==> config.mk <==
export PLATFORM = sky130hd
export DESIGN_NAME = pipe_hazard_ctrl
export DESIGN_NICKNAME = d
export VERILOG_FILES = /design/src/rtl/pipe_pkg.sv /design/src/rtl/haz_div_fsm.sv /design/src/rtl/pipe_hazard_ctrl.sv
export SDC_FILE = /design/constraint.sdc
export NUM_CORES = 1
export LEC_CHECK = 0
export BUFFER_PORTS_ARGS = -buffer_cell sky130_fd_sc_hd__buf_2
export CELL_PAD_IN_SITES_DETAIL_PLACEMENT = 1
export CELL_PAD_IN_SITES_GLOBAL_PLACEMENT = 2
export CORE_ASPECT_RATIO = 0.5
export CORE_MARGIN = 3
export CORE_UTILIZATION = 26
export DETAILED_ROUTE_END_ITERATION = 8
export GPL_ROUTABILITY_DRIVEN = 0
export PLACE_DENSITY_LB_ADDON = 0.1
export SYNTH_ARGS = -nofsm -noshare
export SYNTH_HDL_FRONTEND = slang
export SYNTH_HIERARCHICAL = 1
export SYNTH_SLANG_ARGS = --single-unit
==> constraint.sdc <==
create_clock -name clk -period 3 [get_ports clk]
set_clock_uncertainty 0.15 [all_clocks]
set_input_delay 0.6 -clock clk [delete_from_list [all_inputs] [get_ports clk]]
set_output_delay 0.6 -clock clk [all_outputs]
set_load 0.03 [all_outputs]
==> src/rtl/pipe_pkg.sv <==
// Shared encodings for the MIPS pipeline hazard unit: forwarding selects,
// divider FSM states and default register-address width.
package pipe_pkg;

   localparam int REG_AW_DEF = 5;
   localparam int DIV_CNT_W  = 6;

   // Decode-stage operand select (branch comparator)
   localparam logic [1:0] FWD_D_RF = 2'b00;
   localparam logic [1:0] FWD_D_E  = 2'b01;
   localparam logic [1:0] FWD_D_M  = 2'b10;
   localparam logic [1:0] FWD_D_W  = 2'b11;

   // Execute-stage operand select (ALU)
   localparam logic [1:0] FWD_E_RF = 2'b00;
   localparam logic [1:0] FWD_E_W  = 2'b01;
   localparam logic [1:0] FWD_E_M  = 2'b10;

   typedef enum logic [1:0] {
      DIV_IDLE = 2'b00,
      DIV_BUSY = 2'b01,
      DIV_DONE = 2'b10
   } div_state_e;

endpackage

==> src/rtl/haz_div_fsm.sv <==
// Fixed-latency divider handshake: start pulse, busy count, one-cycle done.
module haz_div_fsm
   import pipe_pkg::*;
#(
   parameter int DIV_CYCLES = 32
) (
   input  logic clk,
   input  logic resetn,
   input  logic divE,
   input  logic d_stallM,
   input  logic excM,
   output logic divstall,
   output logic div_startE,
   output logic div_doneE
);

   localparam logic [DIV_CNT_W-1:0] CNT_LAST = DIV_CNT_W'(DIV_CYCLES - 1);

   div_state_e           state_q, state_d;
   logic [DIV_CNT_W-1:0] cnt_q, cnt_d;
   logic                 start_s;

   // Next-state and counter update
   always_comb begin
      state_d = state_q;
      cnt_d   = cnt_q;
      start_s = 1'b0;
      case (state_q)
         DIV_IDLE: begin
            if (divE && !d_stallM && !excM) begin
               start_s = 1'b1;
               state_d = DIV_BUSY;
               cnt_d   = {DIV_CNT_W{1'b0}};
            end else begin
               state_d = DIV_IDLE;
            end
         end
         DIV_BUSY: begin
            if (excM) begin
               state_d = DIV_IDLE;
               cnt_d   = {DIV_CNT_W{1'b0}};
            end else if (cnt_q == CNT_LAST) begin
               state_d = DIV_DONE;
               cnt_d   = {DIV_CNT_W{1'b0}};
            end else begin
               cnt_d   = cnt_q + {{(DIV_CNT_W-1){1'b0}}, 1'b1};
            end
         end
         DIV_DONE: begin
            state_d = DIV_IDLE;
         end
         default: begin
            state_d = DIV_IDLE;
            cnt_d   = {DIV_CNT_W{1'b0}};
         end
      endcase
   end

   // FSM state and busy counter
   always_ff @(posedge clk or negedge resetn) begin
      if (!resetn) begin
         state_q <= DIV_IDLE;
         cnt_q   <= {DIV_CNT_W{1'b0}};
      end else begin
         state_q <= state_d;
         cnt_q   <= cnt_d;
      end
   end

   // The divide stays parked in E until the DONE cycle, when E advances
   always_comb begin
      div_startE = resetn & start_s;
      div_doneE  = resetn & (state_q == DIV_DONE);
      divstall   = resetn & (((state_q == DIV_IDLE) & divE) | (state_q == DIV_BUSY));
   end

endmodule

==> src/rtl/pipe_hazard_ctrl.sv <==
// Hazard, forwarding and stall/flush control for the five-stage MIPS core.
// Build option HAZ_FWD_E2D_EN enables forwarding of the E-stage result to D.
module pipe_hazard_ctrl
   import pipe_pkg::*;
#(
   parameter int REG_AW     = REG_AW_DEF,
   parameter int DIV_CYCLES = 32
) (
   input  logic              clk,
   input  logic              resetn,
   input  logic [REG_AW-1:0] rsD,
   input  logic [REG_AW-1:0] rtD,
   input  logic              branchD,
   input  logic              jrD,
   input  logic [REG_AW-1:0] rsE,
   input  logic [REG_AW-1:0] rtE,
   input  logic [REG_AW-1:0] writeregE,
   input  logic              regwriteE,
   input  logic              memtoregE,
   input  logic              divE,
   input  logic [REG_AW-1:0] writeregM,
   input  logic [REG_AW-1:0] writeregW,
   input  logic              regwriteM,
   input  logic              memtoregM,
   input  logic              regwriteW,
   input  logic              i_stallF,
   input  logic              d_stallM,
   input  logic              excM,
   output logic [1:0]        forwardaD,
   output logic [1:0]        forwardbD,
   output logic [1:0]        forwardaE,
   output logic [1:0]        forwardbE,
   output logic              stallF,
   output logic              stallD,
   output logic              stallE,
   output logic              stallM,
   output logic              flushD,
   output logic              flushE,
   output logic              flushM,
   output logic              flushW,
   output logic              div_startE,
   output logic              div_doneE,
   output logic              pc_exc_selF
);

`ifdef HAZ_FWD_E2D_EN
   localparam logic E2D_EN = 1'b1;
`else
   localparam logic E2D_EN = 1'b0;
`endif

   logic divstall;
   logic lu_d;
   logic br_d;
   logic src_hit_e;
   logic src_hit_m;
   logic exc_pend_q, exc_pend_d;

   // $zero is hard-wired, so it never counts as a producer/consumer match
   function automatic logic reg_hit(input logic [REG_AW-1:0] src,
                                    input logic [REG_AW-1:0] dst,
                                    input logic              wen);
      return wen && (src != {REG_AW{1'b0}}) && (src == dst);
   endfunction

   function automatic logic [1:0] sel_fwd_d(input logic [REG_AW-1:0] src,
                                            input logic [REG_AW-1:0] e_dst,
                                            input logic              e_wen,
                                            input logic [REG_AW-1:0] m_dst,
                                            input logic              m_wen,
                                            input logic [REG_AW-1:0] w_dst,
                                            input logic              w_wen);
      if (reg_hit(src, e_dst, e_wen)) begin
         return FWD_D_E;
      end else if (reg_hit(src, m_dst, m_wen)) begin
         return FWD_D_M;
      end else if (reg_hit(src, w_dst, w_wen)) begin
         return FWD_D_W;
      end else begin
         return FWD_D_RF;
      end
   endfunction

   function automatic logic [1:0] sel_fwd_e(input logic [REG_AW-1:0] src,
                                            input logic [REG_AW-1:0] m_dst,
                                            input logic              m_wen,
                                            input logic [REG_AW-1:0] w_dst,
                                            input logic              w_wen);
      if (reg_hit(src, m_dst, m_wen)) begin
         return FWD_E_M;
      end else if (reg_hit(src, w_dst, w_wen)) begin
         return FWD_E_W;
      end else begin
         return FWD_E_RF;
      end
   endfunction

   haz_div_fsm #(
      .DIV_CYCLES (DIV_CYCLES)
   ) u_div_fsm (
      .clk        (clk),
      .resetn     (resetn),
      .divE       (divE),
      .d_stallM   (d_stallM),
      .excM       (excM),
      .divstall   (divstall),
      .div_startE (div_startE),
      .div_doneE  (div_doneE)
   );

   // Operand forwarding, nearest producer first
   always_comb begin
      if (resetn) begin
         forwardaD = sel_fwd_d(rsD, writeregE, regwriteE & E2D_EN, writeregM, regwriteM,
                               writeregW, regwriteW);
         forwardbD = sel_fwd_d(rtD, writeregE, regwriteE & E2D_EN, writeregM, regwriteM,
                               writeregW, regwriteW);
         forwardaE = sel_fwd_e(rsE, writeregM, regwriteM, writeregW, regwriteW);
         forwardbE = sel_fwd_e(rtE, writeregM, regwriteM, writeregW, regwriteW);
      end else begin
         forwardaD = FWD_D_RF;
         forwardbD = FWD_D_RF;
         forwardaE = FWD_E_RF;
         forwardbE = FWD_E_RF;
      end
   end

   // Load-use and branch-operand hazards; load-use keys on writeregE, not rtE
   always_comb begin
      src_hit_e = reg_hit(rsD, writeregE, 1'b1) | reg_hit(rtD, writeregE, 1'b1);
      src_hit_m = reg_hit(rsD, writeregM, 1'b1) | reg_hit(rtD, writeregM, 1'b1);
      lu_d      = memtoregE & src_hit_e;
      br_d      = (branchD | jrD) &
                  ((memtoregE & src_hit_e) | (memtoregM & src_hit_m) |
                   (~E2D_EN & regwriteE & src_hit_e));
   end

   // An exception taken during a fetch stall waits for the fetch to finish
   always_comb begin
      if (i_stallF) begin
         exc_pend_d = exc_pend_q | excM;
      end else begin
         exc_pend_d = 1'b0;
      end
      pc_exc_selF = resetn & (excM | exc_pend_q) & ~i_stallF;
   end

   // Exception-pending flag
   always_ff @(posedge clk or negedge resetn) begin
      if (!resetn) begin
         exc_pend_q <= 1'b0;
      end else begin
         exc_pend_q <= exc_pend_d;
      end
   end

   // Stall/flush priority: exception, data stall, divide, D hazard, fetch stall
   always_comb begin
      {stallF, stallD, stallE, stallM} = 4'b0000;
      {flushD, flushE, flushM, flushW} = 4'b0000;
      if (!resetn) begin
         {stallF, stallD, stallE, stallM} = 4'b0000;
      end else if (excM) begin
         {flushD, flushE, flushM, flushW} = 4'b1111;
         stallF = i_stallF;
      end else if (d_stallM) begin
         {stallF, stallD, stallE, stallM} = 4'b1111;
         flushW = 1'b1;
      end else if (divstall) begin
         {stallF, stallD, stallE} = 3'b111;
         flushM = 1'b1;
      end else if (lu_d || br_d) begin
         {stallF, stallD} = 2'b11;
         flushE = 1'b1;
      end else if (i_stallF) begin
         stallF = 1'b1;
         flushD = 1'b1;
      end else begin
         flushD = 1'b0;
      end
      if (resetn && exc_pend_q && i_stallF) begin
         stallF = 1'b1;
         flushD = 1'b1;
      end else begin
         stallM = stallM;
      end
   end

endmodule

Word-level counts from Yosys, hierarchy flattened
Cells that the tools add are included. W data, S select, Z words.

Add/sub/neg operators: 1. Eq/ne operators: 15. Mux-type cells: 57. Bitwise operators: 19. Reduce and logical (&&, ||, !) cells: 33.

Operators by type and width (count): $eq A5 B5 Y1 (10); $mux W1 (40); $logic_and A1 B1 Y1 (24); $mux W2 (12); $reduce_bool A5 Y1 (4); $mux W6 (3); $pmux W6 S3 (1); $and A1 B1 Y1 (10); $or A1 B1 Y1 (7); $add A6 B1 Y6 const B (1); $eq A6 B5 Y1 const B (1); $pmux W2 S2 (1); $ne A3 B2 Y1 const B (1); $eq A2 B1 Y1 const B (1); $eq A2 B2 Y1 const B (1); $logic_not A1 Y1 (2); $logic_not A2 Y1 (1); $ne A2 B1 Y1 const B (1); $not A1 Y1 (2); $reduce_and A2 Y1 (1); $logic_or A1 B1 Y1 (1).

Register bits after elaboration: 9. Input bits: 48. Output and inout bits: 19. Word-level logic and storage cells: 128.

Longest topological paths before layout
Gate-level depths: netlist of run 1.

Word-level depth: 14. Mapped depth: 6. Depth with buffers taken out: 6.

By module
The synthesis of run 1 kept the hierarchy.

Modules (own cells, without submodules): pipe_hazard_ctrl (times used 1, cells an instance 125, area an instance 857.1 µm², sequential area each 25.0 µm²); haz_div_fsm (times used 1, cells an instance 46, area an instance 454.2 µm², sequential area each 200.2 µm²).

Worst setup path before layout of run 1
Ideal clock, no wire load.

Kind: input port to output port. Start: input port writeregE[3]. End: output port stallF. Arrival: 1.964 ns. Required time: 2.250 ns. Path slack: 0.286 ns. Cell stages on the path: 6. Path buffers: 0. Cell sequence: xor2_1 > nor3_1 > nand4_1 > a21oi_1 > a311oi_1 > o21ai_0.

Cells in the longest elaborated chain, start to end: 14. Elaborated cells between the ends (all ways): 17. Those cells by class: eq/ne: 2; mux: 6; bitwise: 6; reduce/logical: 3.

RTL lines: start: declaration (RTL line pipe_hazard_ctrl.sv:17) `input logic [REG_AW-1:0] writeregE,`; $eq A5 B5 Y1 (RTL line pipe_hazard_ctrl.sv:63) `return wen && (src != {REG_AW{1'b0}}) && (src == dst);`; $logic_and A1 B1 Y1 (RTL line pipe_hazard_ctrl.sv:63); $or A1 B1 Y1 (*) (RTL line pipe_hazard_ctrl.sv:130) `src_hit_e = reg_hit(rsD, writeregE, 1'b1) | reg_hit(rtD, writeregE, 1'b1);`; $and A1 B1 Y1 (RTL line pipe_hazard_ctrl.sv:132, pipe_hazard_ctrl.sv:134); $or A1 B1 Y1 (2 in a row) (RTL line pipe_hazard_ctrl.sv:134) `((memtoregE & src_hit_e) | (memtoregM & src_hit_m) |`; $and A1 B1 Y1 (RTL line pipe_hazard_ctrl.sv:133) `br_d = (branchD | jrD) &`; $logic_or A1 B1 Y1 (*) (RTL line pipe_hazard_ctrl.sv:172) `end else if (lu_d || br_d) begin`; $mux W1 (*) (RTL line pipe_hazard_ctrl.sv:172); $mux W1 (*) (RTL line pipe_hazard_ctrl.sv:169) `end else if (divstall) begin`; $mux W1 (*) (RTL line pipe_hazard_ctrl.sv:166) `end else if (d_stallM) begin`; $mux W1 (*) (RTL line pipe_hazard_ctrl.sv:163) `end else if (excM) begin`; $mux W1 (*) (RTL line pipe_hazard_ctrl.sv:161) `if (!resetn) begin`; $mux W1 (*) (RTL line pipe_hazard_ctrl.sv:181) `if (resetn && exc_pend_q && i_stallF) begin`; end: declaration (RTL line pipe_hazard_ctrl.sv:33) `output logic stallF,`.

Every way passes the cells marked *; elsewhere a longest branch is shown, timed or not.

Worst setup path after layout of run 1
Start: input port rsD[0]. End: output port flushD.

Cells in the longest elaborated chain, start to end: 14. Elaborated cells between the ends (all ways): 20. Those cells by class: eq/ne: 2; mux: 6; bitwise: 8; reduce/logical: 4.

RTL lines: start: declaration (RTL line pipe_hazard_ctrl.sv:11) `input logic [REG_AW-1:0] rsD,`; $eq A5 B5 Y1 / $reduce_bool A5 Y1 (equally long branches) (RTL line pipe_hazard_ctrl.sv:63); $logic_and A1 B1 Y1 (RTL line pipe_hazard_ctrl.sv:63); $or A1 B1 Y1 (on tied branches) (RTL line pipe_hazard_ctrl.sv:130, pipe_hazard_ctrl.sv:131); $and A1 B1 Y1 (on tied branches) (RTL line pipe_hazard_ctrl.sv:132, pipe_hazard_ctrl.sv:134); $or A1 B1 Y1 (2 in a row) (RTL line pipe_hazard_ctrl.sv:134); $and A1 B1 Y1 (RTL line pipe_hazard_ctrl.sv:133); $logic_or A1 B1 Y1 (*) (RTL line pipe_hazard_ctrl.sv:172); $mux W1 (*) (RTL line pipe_hazard_ctrl.sv:172); $mux W1 (*) (RTL line pipe_hazard_ctrl.sv:169); $mux W1 (*) (RTL line pipe_hazard_ctrl.sv:166); $mux W1 (*) (RTL line pipe_hazard_ctrl.sv:163); $mux W1 (*) (RTL line pipe_hazard_ctrl.sv:161); $mux W1 (*) (RTL line pipe_hazard_ctrl.sv:181); end: declaration (RTL line pipe_hazard_ctrl.sv:37) `output logic flushD,`.

Marked as above.

==> impl_summary.txt, run 1 <==
----------------------------------------------------
[Clock network]
  Count of buffers added by post-CTS timing repair for setup ... 0
  Clock latency of the later-clocked register in the worst-skew pair ... 0.23 ns
  Root cell of the clock tree ... clkbuf_8
  Count of H-tree levels built during CTS ... 1
  Clock transition at the registers of the reported paths ... 0.05 ns
  Clock Tree Buf Depth ... 2
  CTS tree ... yes
  TritonCTS buffer count ... 3
  Number of clock sinks ... 9
  Quantity of hold-fixing buffers added after cts ... 0

[Logic synthesis]
  Mean area per synthesized cell ... 7.67 um^2
  Number of flops mapped to enable cells by yosys ... 0
  Post-Syn Area ... 1310 um^2
  Total nets after synthesis ... 220
  Sequential cell area fraction in the yosys report ... 17.2%
  Cell count after synthesis ... 171
  Leading register cell type out of synthesis ... dfrtp_1
  FFs w/ async S/R, synth ... 100%
  Unique cell type count in the Yosys netlist ... 39
  Synth Register Bits ... 9
  Number of warnings issued by yosys ... 6

[Detailed routing]
  Via count of the routed design ... 1474
  Number of search-and-repair iterations in the first detailed-routing pass ... 3
  Detailed-routed wire length on met3 ... 137 um
  DR top layer ... met4
  Mean routed wirelength per cell ... 14.3 um
  Number of design-rule violations left by the first detailed-router iteration ... 28
  DRC violation count after routing ... 0
  Routed length on met2 ... 2.14 mm
  Routed vias/inst ... 4.83
  Routed wire length ... 4.35 mm
  Count of antenna-violating nets left after detailed routing ... 0
  Metal1 wirelength ... 2.03 mm

[Flow run]
  Number of max-capacitance violations reported ... 0

[Place]
  Count of input and output buffers ... 66
  Post-DP HPWL ... 3.70 mm

[Power and ir drop]
  PwrDens ... 275 nW/um^2
  Total leakage power ... 0.816 nW
  Peak supply drop ... 148 uV
  Overall Power ... 0.485 mW

[Finish]
  Total Nets Final ... 289
  Area Overhead vs Synth ... 34.7%
  Most frequent standard cell in the layout excluding fill and tap cells ... buf_2
  Post-layout util ... 38.3%
  Number of antenna cells inserted ... 0
  Commonest non-fill, non-tap cells in the layout ... buf_2, xor2_1, xnor2_1, nor2_1, nand2_1
  Ratio of cells with drive above 1 in the final layout ... 33.5%

[STA]
  Relative slew margins ... 74.6%
  Setup Total Neg Slack ... 0 ns
  Final critical path time including I/O delays and setup ... 2.75 ns
  Number of hold violations in the final report ... 0
  Number of max-slew violations in the final report ... 0
  Worst slew pin tran ... 0.378 ns
  Tightest hold margin ... 0.0681 ns
  Setup repair after global routing missed its margin ... false
  Endpoints failing setup ... 0
  Fmax ... 0.364 GHz
  Final period util ... 91.5%

[Worst setup path]
  Setup slack, reg-to-reg ... 1.25 ns
  Launch point of the worst reg-to-reg path ... u_div_fsm/cnt_q[0]
  Critical path endpoint category ... output pin
  Worst endpoint data arrival time ... 2.00 ns
  Capture instance of the worst register-to-register path ... u_div_fsm/cnt_q[3]
  Critical Path Fanout Max ... 4
  Worst R2R Path Depth ... 5
  Critical path class ... in2out
  CP required ... 2.25 ns
  Crit start category ... primary input

[Worst hold path]
  Worst Hold Class ... in2async

[Floorplanning]
  Starting utilization of the core area ... 28.4%
  I/O pin count ... 67
  FP Rows ... 17
  Die Wd ... 106 um
  Die outline area ... 5980 um^2
  Vertical extent of the die ... 56.2 um
  Std-Cell Core Area ... 4620 um^2

[Global routing]
  First-pass GRT wire length ... 7.17 mm
  Number of global-route vias before repair ... 1502
  Initial antenna violation count ... 0
  Remaining global-route overflow ... 0
  Tot GR Track Use ... 14.7%
  Pin count of the biggest net entering global routing ... 15

[Outcome]
  Status ... complete, no violations

----------------------------------------------------
how the worst max path moves through the flow:
stage / from / to / slack [ns] / cells after the start
6_report: rsD[0] / flushD / 0.25 / 8
5_1_grt: rsD[0] / flushD / 0.02 / 8
4_1_cts: rsD[0] / flushD / 0.21 / 8
3_5_place_dp: rsD[0] / flushD / 0.22 / 8
3_3_place_gp: rsD[0] / flushD / 0.23 / 8
2_1_floorplan: writeregE[3] / stallF / 0.29 / 6
routing by layer:
metal  global-route usage (%)  vias up
met2                     26.2       31
met3                     1.74        6
li1                         -      747
met4                     3.83        0
met1                     18.9      690
met5                        0        -
Yosys cell counts, drive strengths merged, types with 3 or more instances:
library cell / n / area share [%]
xor2: 25 / 17
xnor2: 24 / 16
nor2: 15 / 4.5
nand2: 12 / 3.4
nor3: 11 / 4.2
dfrtp: 9 / 17
nand4: 9 / 4.3
o21ai: 9 / 3.4
a21oi: 7 / 3.0
nor4: 7 / 3.3
inv: 6 / 1.7
nand3: 6 / 2.7
clkbuf: 3 / 0.95
kinds of logic after synthesis:
logic type / after synthesis / synth area share (%)
buffers and inverters: 9 / 2.67
adder cells (fa/ha/maj): 1 / 0.954
AND/OR/NAND/NOR: 76 / 31.3
flip-flops: 9 / 17.2
AO/OA/AOI/OAI: 27 / 15.2
XOR/XNOR: 49 / 32.7
final cells by class:
type | count | area, um^2
Timing Repair Buffer | 67 | 340
Sequential cell | 9 | 225
Fill cell | 604 | 2850
Inverter | 6 | 22.5
Tap cell | 66 | 82.6
Clock buffer | 4 | 45.0
Multi-Input combinational cell | 153 | 1050
flip-flops by register name, indices dropped and copies added (netlist names):
signal and count:
u_div_fsm/cnt_q 6, exc_pend_q 1, u_div_fsm/state_q 2
worst max-delay path: stages:
cell	delay (ns)
buf_2	0.13
nor3_1	0.18
nand2_1	0.12
nand4_1	0.14
nand2_1	0.08
a31o_1	0.25
o311ai_2	0.28
buf_4	0.21
report_power, final:
group          leakage (nW)  internal, mW  switching [mW]
clock network        0.0228        0.0929          0.0508
logic                 0.671        0.0866           0.119
registers             0.122         0.128         0.00829
total                 0.816         0.307           0.178
what timing repair did:
action / CTS / global route
resized for setup: 0 / 2
endpoints found under the setup margin: 0 / 1
hold endpoints to repair: 0 / 0
metrics by stage:
stage / setup WS [ns] / std cells / cell area (um^2)
after detailed placement: 0.224 / 301 / 1720
after global routing: 0.0207 / 305 / 1770
after CTS: 0.215 / 305 / 1760
final: 0.255 / 305 / 1770
after global placement: 0.232 / 301 / 1720
after floorplan: 0.286 / 171 / 1310
Note: power is estimated with default switching activity, not from simulation.
==> run 2: changes to the inputs <==
--- a/config.mk
+++ b/config.mk
@@ -7,4 +7,5 @@
 export LEC_CHECK = 0
 export BUFFER_PORTS_ARGS = -buffer_cell sky130_fd_sc_hd__buf_2
+export CAP_MARGIN = 10
 export CELL_PAD_IN_SITES_DETAIL_PLACEMENT = 1
 export CELL_PAD_IN_SITES_GLOBAL_PLACEMENT = 2
==> constraint.sdc (replaced) <==
create_clock -name clk -period 3 [get_ports clk]
set_clock_uncertainty 0.15 [all_clocks]
set_input_delay 0 -clock clk [delete_from_list [all_inputs] [get_ports clk]]
set_output_delay 0 -clock clk [all_outputs]
set_load 0.03 [all_outputs]
==> impl_summary.txt, run 2 (synthesis gave the netlist of run 1 again) <==
----------------------------------------------------
[STA]
  Worst slew pin tran ... 0.433 ns
  Setup Total Neg Slack ... 0 ns
  Setup repair after global routing missed its margin ... false
  Relative slew margins ... 71.1%
  Final period util ... 72.1%
  Number of hold violations in the final report ... 0
  Number of max-slew violations in the final report ... 0
  Final critical path time including I/O delays and setup ... 2.16 ns
  Endpoints failing setup ... 0
  Fmax ... 0.463 GHz

[Finish]
  Most frequent standard cell in the layout excluding fill and tap cells ... buf_2
  Most flop-heavy register ... u_div_fsm/cnt_q
  Commonest non-fill, non-tap cells in the layout ... buf_2, xor2_1, xnor2_1, nor2_1, nand2_1
  Total Nets Final ... 291
  Largest registers ... u_div_fsm/cnt_q (6), u_div_fsm/state_q (2), exc_pend_q (1)
  Final Cell Area ... 1790 um^2
  Count of fill cells added during filler insertion ... 615
  Seq. cell area ... 225 um^2
  Ratio of cells with drive above 1 in the final layout ... 32.8%
  Area Overhead vs Synth ... 36.3%
  Area of the multi-input gates ... 1050 um^2
  Post-layout util ... 38.7%
  Number of antenna cells inserted ... 0
  Number of flip-flops in the largest register ... 6

[Power and ir drop]
  Sw Share ... 36.1%
  Fraction of power consumed by the clock network ... 29.0%
  Total leakage power ... 0.823 nW
  Logic pwr share ... 42.9%
  Peak supply drop ... 104 uV
  Overall Power ... 0.482 mW
  Internal power component ... 0.308 mW
  PwrDens ... 270 nW/um^2
  Sw power ... 0.174 mW
  Power share of the sequential group ... 28.2%

[Worst hold path]
  Worst Hold Class ... in2reg

[Place]
  Post-DP HPWL ... 3.62 mm
  Count of input and output buffers ... 66
  Placed standard-cell area ... 1710 um^2

[Floorplanning]
  Starting utilization of the core area ... 28.4%
  I/O pin count ... 67
  Die Wd ... 106 um
  Die outline area ... 5980 um^2
  Vertical extent of the die ... 56.2 um
  Std-Cell Core Area ... 4620 um^2
  FP Rows ... 17

[Detailed routing]
  Routed wire length ... 4.41 mm
  Number of search-and-repair iterations in the first detailed-routing pass ... 4
  Via count of the routed design ... 1476
  Number of design-rule violations left by the first detailed-router iteration ... 20
  Routed vias/inst ... 4.81
  Mean routed wirelength per cell ... 14.4 um
  DRC violation count after routing ... 0
  Count of antenna-violating nets left after detailed routing ... 0

[Clock network]
  Clock transition at the registers of the reported paths ... 0.05 ns
  TritonCTS buffer count ... 3
  Clock latency of the later-clocked register in the worst-skew pair ... 0.23 ns
  Count of H-tree levels built during CTS ... 1
  Root cell of the clock tree ... clkbuf_8
  Count of buffers added by post-CTS timing repair for setup ... 0
  Number of clock sinks ... 9
  Clock Tree Buf Depth ... 2
  CTS tree ... yes
  Number of resized instances in the post-cts repair step ... 0

[Worst setup path]
  Critical path class ... in2out
  Critical path endpoint category ... output pin
  CP required ... 2.85 ns
  Critical Path Fanout Max ... 25
  Crit start category ... primary input
  Worst endpoint data arrival time ... 2.01 ns

[Global routing]
  Number of global-route vias before repair ... 1461
  First-pass GRT wire length ... 7.11 mm
  Global routing usage on met1 ... 19.1%
  Tot GR Track Use ... 14.6%
  Pin count of the biggest net entering global routing ... 26
  Initial antenna violation count ... 0
  Met3 Resource Use GR ... 1.27%
  Met2 capacity usage during global routing ... 25.6%
  Highest-utilization routing layer at the global route stage ... met2
  Remaining global-route overflow ... 0

[Outcome]
  Status ... complete, no violations

[Flow run]
  Number of max-capacitance violations reported ... 0

----------------------------------------------------
==> run 2: worst paths after layout <==
check | from | to | slack (ns) | depth (start not counted)
min in group asynchronous | resetn | u_div_fsm/cnt_q[4] | 0.09 | 2
max in group asynchronous | resetn | u_div_fsm/cnt_q[3] | 2.30 | 2
worst min-delay path | d_stallM | u_div_fsm/state_q[0] | 0.04 | 4
worst max-delay path | resetn | forwardaD[0] | 0.84 | 7
worst max register to register | u_div_fsm/cnt_q[0] | u_div_fsm/cnt_q[3] | 1.24 | 5
worst min register to register | u_div_fsm/cnt_q[4] | u_div_fsm/cnt_q[4] | 0.38 | 2
==> run 2: repair_timing <==
action                                 in CTS  in global routing
hold buffers                                3                  0
endpoints found under the hold margin      11                  0
setup endpoints to repair                   0                  0
==> run 2: through the flow <==
step           std cells  hold slack (ns)  worst slack (ns)
6_report             307           0.0400             0.838
5_1_grt              307            0.106             0.633
4_1_cts              307           0.0465             0.813
3_5_place_dp         300           -0.186              1.26
3_3_place_gp         300           -0.190              1.26
2_1_floorplan        171           -0.446              1.12
==> run 2: layout make-up <==
type	instances	area share [%]
Tap cell	66	4.62
Inverter	6	1.26
Timing Repair Buffer	69	20.2
Multi-Input combinational cell	153	58.8
Sequential cell	9	12.6
Clock buffer	4	2.52
==> run 2: power by group through the flow <==
stage | combinational [mW] | sequential [mW] | clock [mW]
floorplan | 0.116 | 0.136 | 0
global placement | 0.201 | 0.137 | 0
detailed placement | 0.205 | 0.137 | 0
CTS | 0.209 | 0.136 | 0.146
global route | 0.229 | 0.137 | 0.151
finish | 0.207 | 0.136 | 0.140
==> run 2: worst max-delay path, stage by stage <==
cell	delay (ns)
dlygate4sd3_1	0.52
buf_2	0.38
nand2_1	0.22
nor4_1	0.32
nand4_1	0.20
a21oi_1	0.15
buf_2	0.21
==> run 2: routing by layer <==
layer | share of wire [%] | routed length, um | vias up
li1 | - | - | 749
met1 | 47 | 2060 | 696
met2 | 50 | 2200 | 27
met3 | 2.9 | 128 | 4
met4 | 0.68 | 30 | 0
met5 | 0 | 0 | -
==> run 3: changes to the inputs <==
CORE_UTILIZATION = 24   (was 26)
clock period = 2 ns   (was 3 ns; I/O delays follow)
==> impl_summary.txt, run 3 (synthesis gave the netlist of run 1 again) <==
----------------------------------------------------
[Power and ir drop]
  PwrDens ... 402 nW/um^2
  Peak supply drop ... 433 uV
  Total leakage power ... 0.850 nW

[Clock network]
  Count of H-tree levels built during CTS ... 1
  Count of buffers added by post-CTS timing repair for setup ... 0
  CTS tree ... yes
  Clock Tree Buf Depth ... 2
  Clock transition at the registers of the reported paths ... 0.05 ns
  TritonCTS buffer count ... 3
  Clock latency of the later-clocked register in the worst-skew pair ... 0.23 ns
  Number of clock sinks ... 9
  Root cell of the clock tree ... clkbuf_8

[Finish]
  Number of flip-flops in the largest register ... 6
  Area Overhead vs Synth ... 39.5%
  Most frequent standard cell in the layout excluding fill and tap cells ... buf_2
  Post-layout util ... 35.9%
  Number of antenna cells inserted ... 0
  Most flop-heavy register ... u_div_fsm/cnt_q
  Ratio of cells with drive above 1 in the final layout ... 33.1%
  Commonest non-fill, non-tap cells in the layout ... buf_2, xor2_1, xnor2_1, nor2_1, nand2_1
  Largest registers ... u_div_fsm/cnt_q (6), u_div_fsm/state_q (2), exc_pend_q (1)
  Total Nets Final ... 295

[Detailed routing]
  Count of antenna-violating nets left after detailed routing ... 0
  Via count of the routed design ... 1485
  DRC violation count after routing ... 0
  Number of design-rule violations left by the first detailed-router iteration ... 51
  Routed wire length ... 4.56 mm
  Mean routed wirelength per cell ... 14.5 um
  Number of search-and-repair iterations in the first detailed-routing pass ... 4
  Routed vias/inst ... 4.71

[Worst setup path]
  Crit start category ... primary input
  Critical Path Fanout Max ... 12
  Worst endpoint data arrival time ... 1.73 ns
  CP required ... 1.85 ns
  Critical path endpoint category ... output pin
  Worst R2R Path Depth ... 5
  Critical path class ... in2out

[STA]
  Setup repair after global routing missed its margin ... false
  Number of max-slew violations in the final report ... 0
  Final period util ... 93.8%
  Fmax ... 0.533 GHz
  Endpoints failing setup ... 0
  Final critical path time including I/O delays and setup ... 1.88 ns
  Worst slew pin tran ... 0.406 ns
  Setup Total Neg Slack ... 0 ns
  Tightest hold margin ... 0.0590 ns
  Number of hold violations in the final report ... 0
  Relative slew margins ... 72.2%

[Outcome]
  Status ... complete, no violations

[Floorplanning]
  FP Rows ... 18
  Vertical extent of the die ... 58.3 um
  I/O pin count ... 67
  Std-Cell Core Area ... 5090 um^2
  Die outline area ... 6440 um^2
  Die Wd ... 111 um
  Starting utilization of the core area ... 25.8%

[Global routing]
  First-pass GRT wire length ... 7.36 mm
  Remaining global-route overflow ... 0
  Pin count of the biggest net entering global routing ... 13
  Tot GR Track Use ... 13.9%
  Initial antenna violation count ... 0
  Number of global-route vias before repair ... 1476

[Worst hold path]
  Number of cells on the worst hold path ... 4
  Worst Hold Class ... in2reg

[Place]
  Count of input and output buffers ... 66
  Post-DP HPWL ... 3.80 mm

[Flow run]
  Number of max-capacitance violations reported ... 0

----------------------------------------------------
run 3: repair_timing:
item / CTS / global route
setup endpoints to repair: 0 / 1
hold buffers: 3 / 2
gates resized for setup: 0 / 1
hold endpoints to repair: 11 / 6
run 3: path summary, 6_finish.rpt:
path	slack, ns	from	endpoint
worst max-delay path	0.12	resetn	flushD
worst min-delay path	0.06	d_stallM	u_div_fsm/state_q[0]
worst max register to register	0.22	u_div_fsm/cnt_q[0]	u_div_fsm/cnt_q[3]
worst min register to register	0.37	u_div_fsm/cnt_q[4]	u_div_fsm/cnt_q[4]
max in group asynchronous	0.49	resetn	u_div_fsm/cnt_q[0]
min in group asynchronous	0.46	resetn	u_div_fsm/state_q[0]
run 3: worst max-delay path, cell delays in order:
cell	delay (ns)
buf_2	0.16
dlygate4sd3_1	0.56
dlymetal6s4s_1	0.25
buf_4	0.21
nand2_1	0.09
o311ai_2	0.21
buf_2	0.24
run 3: where the power goes:
group          total [mW]  leakage [nW]  internal (mW)  switching (mW)
Clock               0.215        0.0228          0.139          0.0755
Sequential          0.201         0.122          0.192         0.00855
Combinational       0.320         0.705          0.138           0.182
Total               0.735         0.850          0.469           0.266
run 3: area by class of cell:
| type | instances | area, um^2 |
|---|---|---|
| Tap cell | 70 | 87.6 |
| Clock buffer | 4 | 45.0 |
| Fill cell | 663 | 3260 |
| Sequential cell | 9 | 225 |
| Multi-Input combinational cell | 153 | 1050 |
| Timing Repair Buffer | 73 | 398 |
| Inverter | 6 | 22.5 |
run 3: per-layer routing:
layer / GRT usage (%) / share of wire [%] / vias up
met5: 0 / 0 / -
met4: 1.58 / 0.37 / 0
met3: 1.98 / 2.2 / 2
met2: 25.5 / 51 / 19
met1: 18.1 / 47 / 704
li1: - / - / 760
run 3: metrics by stage:
stage | cells | power [mW] | setup WS [ns] | area (um^2)
after floorplan | 171 | 0.378 | 0.121 | 1310
after global routing | 315 | 0.794 | 0.0120 | 1830
after global placement | 306 | 0.513 | 0.317 | 1730
after CTS | 313 | 0.746 | 0.0327 | 1810
after detailed placement | 306 | 0.519 | 0.249 | 1730
final | 315 | 0.735 | 0.123 | 1830
